`config.mk`:
```
export PLATFORM = sky130hd
export DESIGN_NAME = mem_access_ctrl
export DESIGN_NICKNAME = d
export VERILOG_FILES = /design/src/rtl/mac_pkg.sv /design/src/rtl/mac_lane_align.sv /design/src/rtl/mem_access_ctrl.sv
export SDC_FILE = /design/constraint.sdc
export NUM_CORES = 1
export LEC_CHECK = 0
export ABC_CLOCK_PERIOD_IN_PS = 2400
export CAP_MARGIN = 20
export CORE_ASPECT_RATIO = 2
export CORE_MARGIN = 2
export CORE_UTILIZATION = 41
export DETAILED_ROUTE_END_ITERATION = 16
export PLACE_DENSITY_LB_ADDON = 0.25
export SYNTH_ARGS = -nofsm -noshare
export SYNTH_HDL_FRONTEND = slang
export SYNTH_SLANG_ARGS = --single-unit
```
`constraint.sdc`:
```
create_clock -name clk -period 2.4 [get_ports clk]
set_input_delay 0.24 -clock clk [delete_from_list [all_inputs] [get_ports clk]]
set_output_delay 0.24 -clock clk [all_outputs]
set_load 0.02 [all_outputs]
```
`src/rtl/mac_pkg.sv`:
```
// mac_pkg: shared encodings and load lane helpers for mem_access_ctrl.
package mac_pkg;

    localparam logic [1:0] SZ_BYTE = 2'b00;
    localparam logic [1:0] SZ_HALF = 2'b01;
    localparam logic [1:0] SZ_WORD = 2'b10;

    typedef enum logic [1:0] {
        ST_IDLE = 2'b00,
        ST_REQ  = 2'b01,
        ST_DONE = 2'b10
    } mac_state_e;

    // Size 2'b11 is treated as a word access.
    function automatic logic is_misaligned(input logic [1:0] size, input logic [1:0] a);
        case (size)
            SZ_BYTE: return 1'b0;
            SZ_HALF: return a[0];
            default: return (a != 2'b00);
        endcase
    endfunction

    function automatic logic [31:0] load_extend(input logic [1:0] size, input logic [1:0] a,
                                                input logic sgn, input logic [31:0] rdata);
        logic [7:0]  b;
        logic [15:0] h;
        b = rdata[{a, 3'b000} +: 8];
        h = a[1] ? rdata[31:16] : rdata[15:0];
        case (size)
            SZ_BYTE: return {{24{sgn & b[7]}}, b};
            SZ_HALF: return {{16{sgn & h[15]}}, h};
            default: return rdata;
        endcase
    endfunction

endpackage

```
`src/rtl/mac_lane_align.sv`:
```
// mac_lane_align: store lane replication / byte enables and load lane extraction.
module mac_lane_align
    import mac_pkg::*;
(
    input  logic [1:0]  size,
    input  logic [1:0]  addr_lo,
    input  logic        is_signed,
    input  logic [31:0] wdata,
    input  logic [31:0] rdata,
    output logic [3:0]  be,
    output logic [31:0] wdata_rep,
    output logic [31:0] rdata_ext
);

    // Lane steering for both directions of the access.
    always_comb begin
        be        = 4'b1111;
        wdata_rep = wdata;
        case (size)
            SZ_BYTE: begin
                be        = 4'b0001 << addr_lo;
                wdata_rep = {4{wdata[7:0]}};
            end
            SZ_HALF: begin
                be        = addr_lo[1] ? 4'b1100 : 4'b0011;
                wdata_rep = {2{wdata[15:0]}};
            end
            default: begin
            end
        endcase
        rdata_ext = load_extend(size, addr_lo, is_signed, rdata);
    end

endmodule

```
`src/rtl/mem_access_ctrl.sv`:
```
// mem_access_ctrl: one-at-a-time load/store controller between execute stage,
// data cache and the memory data register.
// Optional: define MAC_TIMEOUT_EN to abort a request after TIMEOUT cycles
// without cache_ack and raise the sticky err flag.
module mem_access_ctrl
    import mac_pkg::*;
#(
    parameter int unsigned AW = 32,
    parameter int unsigned DW = 32
`ifdef MAC_TIMEOUT_EN
    ,
    parameter int unsigned TIMEOUT = 16
`endif
) (
    input  logic            clk,
    input  logic            clr,
    input  logic            ex_valid,
    input  logic            ex_is_store,
    input  logic [1:0]      ex_size,
    input  logic            ex_signed,
    input  logic [AW-1:0]   ex_addr,
    input  logic [DW-1:0]   ex_wdata,
    output logic            ex_ready,
    output logic            stall,
    output logic            cache_req,
    output logic            cache_we,
    output logic [AW-1:0]   cache_addr,
    output logic [DW/8-1:0] cache_be,
    output logic [DW-1:0]   cache_wdata,
    input  logic            cache_ack,
    input  logic [DW-1:0]   cache_rdata,
    output logic            ld_str,
    output logic [DW-1:0]   mdr_cpu_data,
    output logic [DW-1:0]   mdr_cache_data,
    output logic            done,
    output logic            done_is_load,
    output logic            misalign,
    output logic            err
);

    mac_state_e      state, state_nxt;
    logic            op_store, op_signed, op_mis;
    logic [1:0]      op_size;
    logic [AW-1:0]   op_addr;
    logic [DW-1:0]   op_wdata;
    logic [DW-1:0]   mdr_q;
    logic [DW/8-1:0] lane_be;
    logic [DW-1:0]   lane_wdata, lane_rdata;
    logic            timeout_hit;

    mac_lane_align u_lane (
        .size      (op_size),
        .addr_lo   (op_addr[1:0]),
        .is_signed (op_signed),
        .wdata     (op_wdata),
        .rdata     (cache_rdata),
        .be        (lane_be),
        .wdata_rep (lane_wdata),
        .rdata_ext (lane_rdata)
    );

`ifdef MAC_TIMEOUT_EN
    localparam int unsigned    CW      = $clog2(TIMEOUT + 1);
    localparam logic [CW-1:0]  TO_LAST = CW'(TIMEOUT - 1);
    logic [CW-1:0] to_cnt;
    logic          err_q;

    assign timeout_hit = (state == ST_REQ) && !cache_ack && (to_cnt == TO_LAST);
    assign err         = err_q;

    // Count REQ cycles; sticky err on expiry, cleared only by clr.
    always_ff @(posedge clk) begin
        if (clr) begin
            to_cnt <= '0;
            err_q  <= 1'b0;
        end else begin
            to_cnt <= (state == ST_REQ) ? to_cnt + 1'b1 : '0;
            if (timeout_hit)
                err_q <= 1'b1;
        end
    end
`else
    assign timeout_hit = 1'b0;
    assign err         = 1'b0;
`endif

    // State register.
    always_ff @(posedge clk) begin
        if (clr)
            state <= ST_IDLE;
        else
            state <= state_nxt;
    end

    // Next-state: misaligned ops skip the cache and complete immediately.
    always_comb begin
        state_nxt = state;
        case (state)
            ST_IDLE: if (ex_valid)
                         state_nxt = is_misaligned(ex_size, ex_addr[1:0]) ? ST_DONE : ST_REQ;
            ST_REQ:  if (cache_ack || timeout_hit)
                         state_nxt = ST_DONE;
            ST_DONE: state_nxt = ST_IDLE;
            default: state_nxt = ST_IDLE;
        endcase
    end

    // Op latch on acceptance and load-data capture on ack.
    always_ff @(posedge clk) begin
        if (clr) begin
            op_store  <= 1'b0;
            op_signed <= 1'b0;
            op_mis    <= 1'b0;
            op_size   <= '0;
            op_addr   <= '0;
            op_wdata  <= '0;
            mdr_q     <= '0;
        end else begin
            if (state == ST_IDLE && ex_valid) begin
                op_store  <= ex_is_store;
                op_signed <= ex_signed;
                op_mis    <= is_misaligned(ex_size, ex_addr[1:0]);
                op_size   <= ex_size;
                op_addr   <= ex_addr;
                op_wdata  <= ex_wdata;
            end
            if (state == ST_REQ && cache_ack && !op_store)
                mdr_q <= lane_rdata;
        end
    end

    // Outputs decoded from state and latched op.
    always_comb begin
        ex_ready       = (state == ST_IDLE);
        stall          = !ex_ready;
        cache_req      = (state == ST_REQ);
        cache_we       = cache_req & op_store;
        cache_be       = cache_req ? lane_be : '0;
        cache_addr     = {op_addr[AW-1:2], 2'b00};
        cache_wdata    = lane_wdata;
        mdr_cpu_data   = lane_wdata;
        mdr_cache_data = mdr_q;
        ld_str         = op_store;
        done           = (state == ST_DONE);
        done_is_load   = done & !op_store;
        misalign       = done & op_mis;
    end

endmodule

```
### Yosys cells after proc, flatten, opt, wreduce, memory -nomap -nowiden

Cells that the tools add are included.
W data, S select, Z words.

* add/sub/neg operators: 0
* multiply operators: 0
* divide/modulo/power cells: 0
* magnitude comparators: 0
* equality and inequality tests: 6
* shift-type cells: 2
* muxes and demuxes: 13
* bitwise gates (word level): 5
* reductions and logical operators: 10

Operators with widths (count)
* $pmux W32 S2: 2
* $shiftx A32 B6 Y8: 1
* $mux W16: 1
* $mux W4: 2
* $pmux W4 S2: 1
* $eq A2 B1 Y1 const B: 3
* $logic_not A2 Y1: 3
* $mux W2: 3
* $and A1 B1 Y1: 5
* $pmux W2 S2: 1
* $shl A1 B2 Y4 const A: 1
* $logic_and A1 B1 Y1: 3
* $eq A2 B2 Y1 const B: 1
* $logic_not A1 Y1: 2
* $mux W1: 2
* $ne A2 B1 Y1 const B: 1
* $ne A2 B2 Y1 const B: 1
* $pmux W1 S2: 1
* $reduce_and A2 Y1: 1
* $reduce_bool A2 Y1: 1

* flip-flop bits (word level): 103
* bits in latches: 0
* RAM bits: 0
* memory bits (read-only): 0
* input bits: 104
* output and inout port bits: 141
* word-level logic and storage cells: 44
* memories: 0

### Longest topological paths before layout

Gate-level depths: netlist of the first run.

* word-level depth: 7
* mapped depth: 6

### Hierarchy

Synthesis of the first run repeated with hierarchy kept, for this count alone.

* cells, all modules: 700
* area total of the unflattened synthesis: 5426.5 um^2

Modules (own cells, without submodules)
* mem_access_ctrl: instances 1, cells an instance 529, area each 4149.0 um^2, seq. area each 2062.0 um^2
* mac_lane_align: instances 1, cells an instance 171, area each 1277.5 um^2, seq. area each 0.0 um^2

### Least setup slack after synthesis of the first run

Ideal clock, no wire load.

* path kind: register -> output
* start: register op_size[0]
* end: output mdr_cpu_data[24]
* arrival: 1.952 ns
* path slack: 0.208 ns
* stages on the path, launching flop included: 6
* buffers on the path: 3
* cell sequence: dfxtp_1 > clkbuf_1 > buf_1 > mux2i_1 > o21ai_0 > buf_4

* word-level cells in the longest chain between the ends: 2
* elaborated cells on any way between the ends: 3

Ends and longest elaborated chain
* start: declaration: RTL line mem_access_ctrl.sv:43 `logic [1:0] op_size;`
* start signal: assignment: RTL line mem_access_ctrl.sv:123 `op_size <= ex_size;`
* $eq A2 B1 Y1 or $logic_not A2 Y1 (tied branches): RTL line mac_lane_align.sv:19 `case (size)`
* $pmux W32 S2 *: RTL line mac_lane_align.sv:19
* end: declaration: RTL line mem_access_ctrl.sv:33 `output logic [DW-1:0] mdr_cpu_data,`

Every way passes the cells marked *; elsewhere a longest branch is shown, timed or not.

### Worst setup path in the final report of the first run

* start: register op_size[0]
* end: output mdr_cpu_data[25]

Same word-level chain as after synthesis.

==> metrics.md, run 1 <==
| Metric | Value |
|---|---|
| Most frequent cells in the layout | 239 x clkdlybuf4s50_1, 182 x nand2_1, 102 x dfxtp_1 |
| CTS max path bufs | 2 |
| First-pass GRT wire length | 24900 µm |
| WL final | 15900 µm |
| Synth unique cells | 33 |
| Final WS setup | 0.123 ns |
| Sum of negative setup slack | 0 ns |
| Setup-failing EPs final | 0 |
| Worst-Skew Late Latency | 0.34 ns |
| GR Util All Layers | 22.8% |
| Synthesized area per cell | 7.71 µm² |
| Status | finished clean |
| Cell count after placement | 955 |
| Final period util | 94.9% |
| Initial Util | 42.2% |
| Vias | 5009 |
| Seq/Total Area, Yosys | 40.1% |
| GR Overflow Total | 0 |
| Clock-pin slew on the worst setup and hold paths | ~0.070 ns |
| Net Switching | between 1 and 1.5 mW |
| Standard-cell rows | 57 |
| Busiest grt layer | met2 |
| Mapped Area | a little over 5000 µm² |
| Vias in the first global route | 5067 |
| Filler Cells Inserted | 1093 |
| Met2 global-route usage | about 43% |
| Logic gate share of total power | 26.0% |
| Detailed Routing Iterations Pass 1 | 4 |
| CTS Buf Count | 9 |
| LEAKAGE | approximately 2.7 nW |
| Crit path time final | 2.28 ns |
| I/O Buffers | 241 |
| # IOs | ~250 |
| Fin Hold WS | 0.442 ns |
| Die Y | 162 µm |
| Slew margin rel. | 52.7% |
| WP data required | 2.16 ns |
| Post-DP HPWL | roughly 12000 µm |
| Dpl ws | 0.125 ns |
| P_int | between 3 and 4 mW |
| Power per standard cell area | 620 nW/µm² |
| Worst slew pin tran | 0.710 ns |
| Clk pwr share | roughly a third |
| Max Cap Viol | 0 |
| Skew final | between 0.004 and 0.005 ns |
| Die width | 83.2 µm |
| Area of the core | 12200 µm² |
| H-tree lvl count | 3 |
| Crit start category | register |
| DR vias/cell | slightly above 5 |
| Syn-to-layout area delta | 45.8% |
| Non-filler cells, final | 971 |
| Worst vdd ir | 0.398 mV |
| Share of cells above drive strength 1 | 7.40% |
| Clock Sinks | 103 |
| Drt initial violations | ~210 |
| Detail Route Antenna Nets | 0 |
| Crit Path Class | reg -> out |
| CTS tree | built |
| YS warnings | 0 |
| Sw frac | around 29% |
| M3 GR Usage | under 10% |
| DRC | 0 |
| Layout net count | 923 |
| Post-CTS Repair Setup Buffers | 0 |
| FMAX | 439 MHz |
| Worst setup EP type | output pin |
| Post-Syn Instances | 667 |
| Ant diodes | 0 |
| Crit path arrival time | slightly above 2 ns |
| Met1 Usage GRT | 22.7% |
| CTS root buf | clkbuf_16 |
| Gpl congestion | 0.836 |
| Largest net degree at the start of global routing | 67 |
| Commonest non-fill, non-tap cell in the layout | clkdlybuf4s50_1 |
| Initial antenna violation count | 0 |
| HP Class | in -> reg |
| Pins over their slew limit | 0 |
| Synth Register Bits | 103 |
| Critical path peak fanout | 9 |
| Total power | approximately 4.7 mW |
| Flop pwr share | ~41% |
| Fin. Hold Viols | 0 |
| WL per Instance | 16.4 µm |
| Total die area | 13500 µm² |
| RSZ-0062 raised after global routing | no |
area by class of cell:
class	count	area [µm²]	area share (%)
Multi-Input combinational cell	442	2340	31.3
Inverter	3	11.3	0.150
Clock inverter	5	82.6	1.10
Tap cell	147	184	2.45
Clock buffer	11	233	3.10
Sequential cell	103	2060	27.5
Timing Repair Buffer	260	2580	34.4
sequential cells by signal, indices dropped and copies added, names as in the netlist:
name	count
state	2
mdr_cache_data	32
op_size	2
ld_str	1
op_wdata	32
op_addr	32
op_mis	1
op_signed	1
stage by stage:
stage | utilization, % | area (µm²)
after floorplan | - | 5150
after global placement | 58.9 | 7180
after CTS | 61.5 | 7500
after global routing | 61.5 | 7500
after detailed placement | 58.9 | 7180
final | 61.5 | 7500
power by group through the flow:
| stage | combinational (mW) | clock (mW) | sequential (mW) |
|---|---|---|---|
| after CTS | 1.22 | 1.59 | 1.89 |
| after global placement | 1.20 | 0 | 1.92 |
| after global routing | 1.30 | 1.66 | 1.90 |
| final | 1.21 | 1.55 | 1.89 |
| after detailed placement | 1.21 | 0 | 1.93 |
| after floorplan | 0.697 | 0 | 1.93 |
worst max-delay path: stages (launching register included):
cell,delay (ns)
dfxtp_1,0.39
buf_4,0.23
mux2i_1,0.34
o21ai_0,0.17
clkdlybuf4s50_1,0.57
final timing paths:
kind | from | to | slack (ns) | depth (start not counted)
worst min-delay path | ex_wdata[27] | op_wdata[27] | 0.44 | 3
worst min register to register | op_addr[26] | op_addr[26] | 0.45 | 2
worst max register to register | op_addr[0] | mdr_cache_data[19] | 0.38 | 4
worst max-delay path | op_size[0] | mdr_cpu_data[25] | 0.12 | 4
cell families (layout without fill, tap and decap cells):
group / after synthesis / in the layout / share of synthesized area [%]
and+or+nand+nor: 252 / 252 / 20.4
AOI/OAI and AO/OA: 152 / 152 / 17.1
buffers and inverters: 124 / 279 / 14.5
DFF: 103 / 103 / 40.1
muxes: 35 / 35 / 7.74
other: 1 / 3 / 0.0729
synthesized netlist by cell type (all sizes together):
master | n | area [µm²]
nand2 | 183 | 687
dfxtp | 103 | 2060
a21oi | 89 | 445
buf | 77 | 571
clkbuf | 44 | 165
nor2 | 33 | 124
a211oi | 26 | 195
o21ai | 24 | 120
mux2 | 18 | 203
mux2i | 15 | 150
nand2b | 9 | 56.3
nand3b | 8 | 60.1
nand3 | 7 | 35.0
o2111ai | 6 | 52.6
and2 | 3 | 18.8
inv | 3 | 11.3
nor2b | 3 | 18.8
a31oi | 2 | 27.5
mux4 | 2 | 45.0
o21bai | 2 | 15.0
a21o | 1 | 7.51
a311oi | 1 | 8.76
a31o | 1 | 8.76
and4bb | 1 | 12.5
conb | 1 | 3.75
nand4bb | 1 | 11.3
nor3 | 1 | 5.00
nor3b | 1 | 7.51
or3 | 1 | 6.26
or3b | 1 | 8.76
timing repair:
action                     CTS  global route
hold buffers                 0             0
gates resized for setup      0             1
setup endpoints to repair    0             1
per-layer routing:
layer  wire length (µm)  vias up
met5                  0        -
met3                932       36
met4                708        0
met1               5600     2312
li1                   -     2457
met2               8670      204
Note: power is estimated with default switching activity, not from simulation.
==> run 2: changes to the inputs <==
--- a/config.mk
+++ b/config.mk
@@ -6,7 +6,6 @@
 export NUM_CORES = 1
 export LEC_CHECK = 0
 export ABC_CLOCK_PERIOD_IN_PS = 2400
-export CAP_MARGIN = 20
 export CORE_ASPECT_RATIO = 2
 export CORE_MARGIN = 2
 export CORE_UTILIZATION = 41
==> results of run 2 <==
Same layout as run 1: the final DEF is identical, and so are final timing and power.
==> run 3: changes to the inputs <==
--- a/config.mk
+++ b/config.mk
@@ -5,10 +5,12 @@
 export SDC_FILE = /design/constraint.sdc
 export NUM_CORES = 1
 export LEC_CHECK = 0
+export ABC_AREA = 1
 export ABC_CLOCK_PERIOD_IN_PS = 2400
 export CORE_ASPECT_RATIO = 2
-export CORE_MARGIN = 2
+export CORE_MARGIN = 8
 export CORE_UTILIZATION = 41
+export CTS_CLUSTER_DIAMETER = 150
 export DETAILED_ROUTE_END_ITERATION = 16
 export PLACE_DENSITY_LB_ADDON = 0.25
 export SYNTH_ARGS = -nofsm -noshare
==> run 3 against run 2 <==
  * The flow now finishes with violations (setup timing)
  * First-iteration DRC count increased by 62%
  * Register-to-register slack improved by 0.19 ns
  * Via count is 4.9% higher
  * Cell area is 0.57% higher
  * Core utilization shrank 0.72 points
  * Total power up 8.2%
  * Sequential power up 3%
  * Clock power about the same
  * Critical path type unchanged
  * Highest routed layer unchanged
==> metrics.md, run 3 <==
| Metric | Value |
|---|---|
| WL per Instance | 15.7 µm (-4.1%) |
| H-tree lvl count | 3 (unchanged) |
| FMAX | 413 MHz (-5.9%) |
| Post-CTS Hold Fix Bufs | 0 (unchanged) |
| Crit path arrival time | 2.18 ns (+0.14 ns) |
| Worst-Skew Late Latency | 0.35 ns (about the same) |
| P_int | 3.46 mW (+4.3%) |
| Dominant cell type by area after synthesis | dfxtp_1 |
| Power per standard cell area | 668 nW/µm² (+7.6%) |
| Crit path time final | 2.42 ns (+0.143 ns) |
| Seq/Total Area, Yosys | 40.0% (-0.097 points) |
| Initial Util | 41.5% (-0.63 points) |
| Mapped Area | 5150 µm² (+0.24%) |
| Die width | 95.3 µm (+15%) |
| Syn-to-layout area delta | 46.3% |
| WL final | 16700 µm (+5.0%) |
| CTS tree | built |
| Dpl ws | 0.311 ns (+0.186 ns) |
| Slowest stage delay, CP | 0.68 ns (+0.11 ns) |
| Total die area | 16600 µm² (+23%) |
| HP Class | reg -> reg |
| Clk pwr share | 30.8% (-2.6 points) |
| Top FF cell, synth | dfxtp_1 |
| Commonest non-fill, non-tap cell in the layout | clkdlybuf4s50_1 |
| Detailed Routing Iterations Pass 1 | 5 (+1) |
| Cell with the most instances after synthesis | nor2_1 |
| Area of the core | 12400 µm² (+1.8%) |
| Initial antenna violation count | 0 (unchanged) |
| Flop pwr share | 38.5% (-2.1 points) |
| Asr flop ratio synth | 0% (unchanged) |
| LEAKAGE | 3.44 nW (+28%) |
| Synth unique cells | 26 (-21%) |
| Clock Sinks | 103 (unchanged) |
| # IOs | 245 (unchanged) |
| DRC | 0 (unchanged) |
| Top post-synthesis cells by count | 169 x nor2_1, 109 x nand2_1, 103 x dfxtp_1, 87 x o21ai_0, 83 x buf_4 |
| Vias | 5254 (+4.9%) |
| Worst vdd ir | 0.425 mV (+6.8%) |
| Sw frac | 31.3% (+2.6 points) |
| Net Switching | 1.57 mW (+18%) |
| Crit path max-delay cell type | clkdlybuf4s50_1 |
| Design area | 7540 µm² (+0.57%) |
| Layout net count | 1013 (+9.8%) |
| Crit start category | register |
| I/O Buffers | 241 (unchanged) |
| Top area cells in the synthesized netlist | dfxtp_1 40%, nor2_1 12%, buf_4 12% |
| Logic gate share of total power | 30.6% (+4.6 points) |
| Share of cells above drive strength 1 | 6.02% (-1.4 points) |
| GR Util All Layers | 19.3% (-3.5 points) |
| Setup-failing EPs final | 1 (+1) |
| First-pass GRT wire length | 25600 µm (+2.7%) |
| Synth top area share | 40.0% (-0.097 points) |
| Standard-cell rows | 58 (+1.8%) |
| Die Y | 175 µm (+7.5%) |
| Fin. Hold Viols | 0 (unchanged) |
| Ant diodes | 0 (unchanged) |
| WP buf/inv | 3 (+1) |
| Area of placed instances | 7160 µm² (-0.35%) |
| Final WS setup | -0.0199 ns (-0.143 ns) |
| Synth Register Bits | 103 (unchanged) |
| CP Cell Sequence | inv_2 > nand2_1 > clkinvlp_4 > o21ai_0 > clkdlybuf4s50_1 |
| Failing checks | setup timing |
| Drt initial violations | 334 (+62%) |
| Top delay family on crit path | buffers and inverters |
| Max Cap Viol | 0 (unchanged) |
| Gpl congestion | 0.854 (+2.2%) |
| WP data required | 2.16 ns (about the same) |
| YS warnings | 0 (unchanged) |
| Final period util | 101% (+6.0 points) |
| Most frequent cells in the layout | 216 x clkdlybuf4s50_1, 169 x nor2_1, 109 x nand2_1 |
| Post-Syn Instances | 750 (+12%) |
| Skew final | 0.00940 ns (+0.00517 ns) |
| Critical path peak fanout | 7 (-2) |
| Pins over their slew limit | 0 (unchanged) |
| Non-filler cells, final | 1063 (+9.5%) |
| RSZ-0062 raised after global routing | yes |
| Detail Route Antenna Nets | 0 (unchanged) |
| CTS Buf Count | 9 (unchanged) |
| GR Overflow Total | 0 (unchanged) |
| EDFF count, synth | 0 (unchanged) |
| Worst setup EP type | output pin |
| Status | finished, violations left |
| CTS root buf | clkbuf_16 |
| Largest net degree at the start of global routing | 82 (+22%) |
| DR vias/cell | 4.94 (-4.2%) |
| Clock-pin slew on the worst setup and hold paths | 0.06 ns (about the same) |
| Synthesized area per cell | 6.87 µm² (-11%) |
| Vias in the first global route | 4955 (-2.2%) |
| Cell count after placement | 1043 (+9.2%) |
| Post-DP HPWL | 12500 µm (+4.0%) |
| CTS max path bufs | 2 (unchanged) |
| Crit Path Class | reg -> out |
[run 3: cells by family after synthesis]
logic type / count (synthesis) / synth area share, %
AND/OR/NAND/NOR: 316 / 24.9
buffers and inverters: 171 / 18.7
AO/OA/AOI/OAI: 159 / 16.3
flip-flops: 103 / 40.0
other: 1 / 0.0727
[run 3: tightest hold or removal path, cell delays in order, from the launching register on]
cell and delay (ns):
dfxtp_1 0.32, nor2_1 0.04, nor2_1 0.08
[run 3: per-layer routing]
layer	track usage (%)	vias to the layer above	wire length (µm)
met5	0	-	0
met4	5.77	0	308
met3	8.73	25	2320
met2	30.5	265	7630
met1	22.6	2341	6450
li1	-	2623	-
[run 3: power groups by stage]
stage / Combinational [mW] / Clock (mW) / Sequential (mW)
global placement: 1.53 / 0 / 1.97
detailed placement: 1.54 / 0 / 1.98
floorplan: 0.941 / 0 / 1.98
global route: 1.67 / 1.65 / 1.95
finish: 1.54 / 1.55 / 1.94
CTS: 1.55 / 1.59 / 1.94
[run 3: per-stage QoR]
stage | TNS (ns) | hold WS (ns) | utilization, % | power [mW]
final | -0.0199 | 0.482 | 60.8 | 5.03
after global routing | -0.450 | 0.505 | 60.8 | 5.27
after floorplan | 0 | 0.389 | - | 2.92
after global placement | 0 | 0.459 | 57.7 | 3.50
after detailed placement | 0 | 0.465 | 57.7 | 3.52
after CTS | 0 | 0.480 | 60.3 | 5.08
[run 3: final timing paths]
kind	startpoint	cells after the start	slack [ns]	end
min reg2reg	op_addr[16]	2	0.48	op_addr[16]
max	op_size[1]	5	-0.02	mdr_cpu_data[10]
min	op_addr[16]	2	0.48	op_addr[16]
max reg2reg	op_size[1]	8	0.57	mdr_cache_data[29]
[run 3: timing repair]
| item | in CTS | in global routing |
|---|---|---|
| setup endpoints to repair | 19 | 27 |
| setup buffers | 3 | 1 |
| gates cloned | 0 | 1 |
| hold endpoints to repair | 0 | 0 |
| resized for setup | 10 | 18 |
| pin swaps | 0 | 0 |
[run 3: layout make-up]
cell class / instances / area (µm²)
flip-flops and latches: 103 / 2060
well taps: 150 / 188
clock buffers: 10 / 229
fillers: 1156 / 4870
repair buffers: 259 / 2620
inverters: 57 / 218
clock inverters: 5 / 82.6
multi-input cells: 478 / 2140
repair inverters: 1 / 7.51
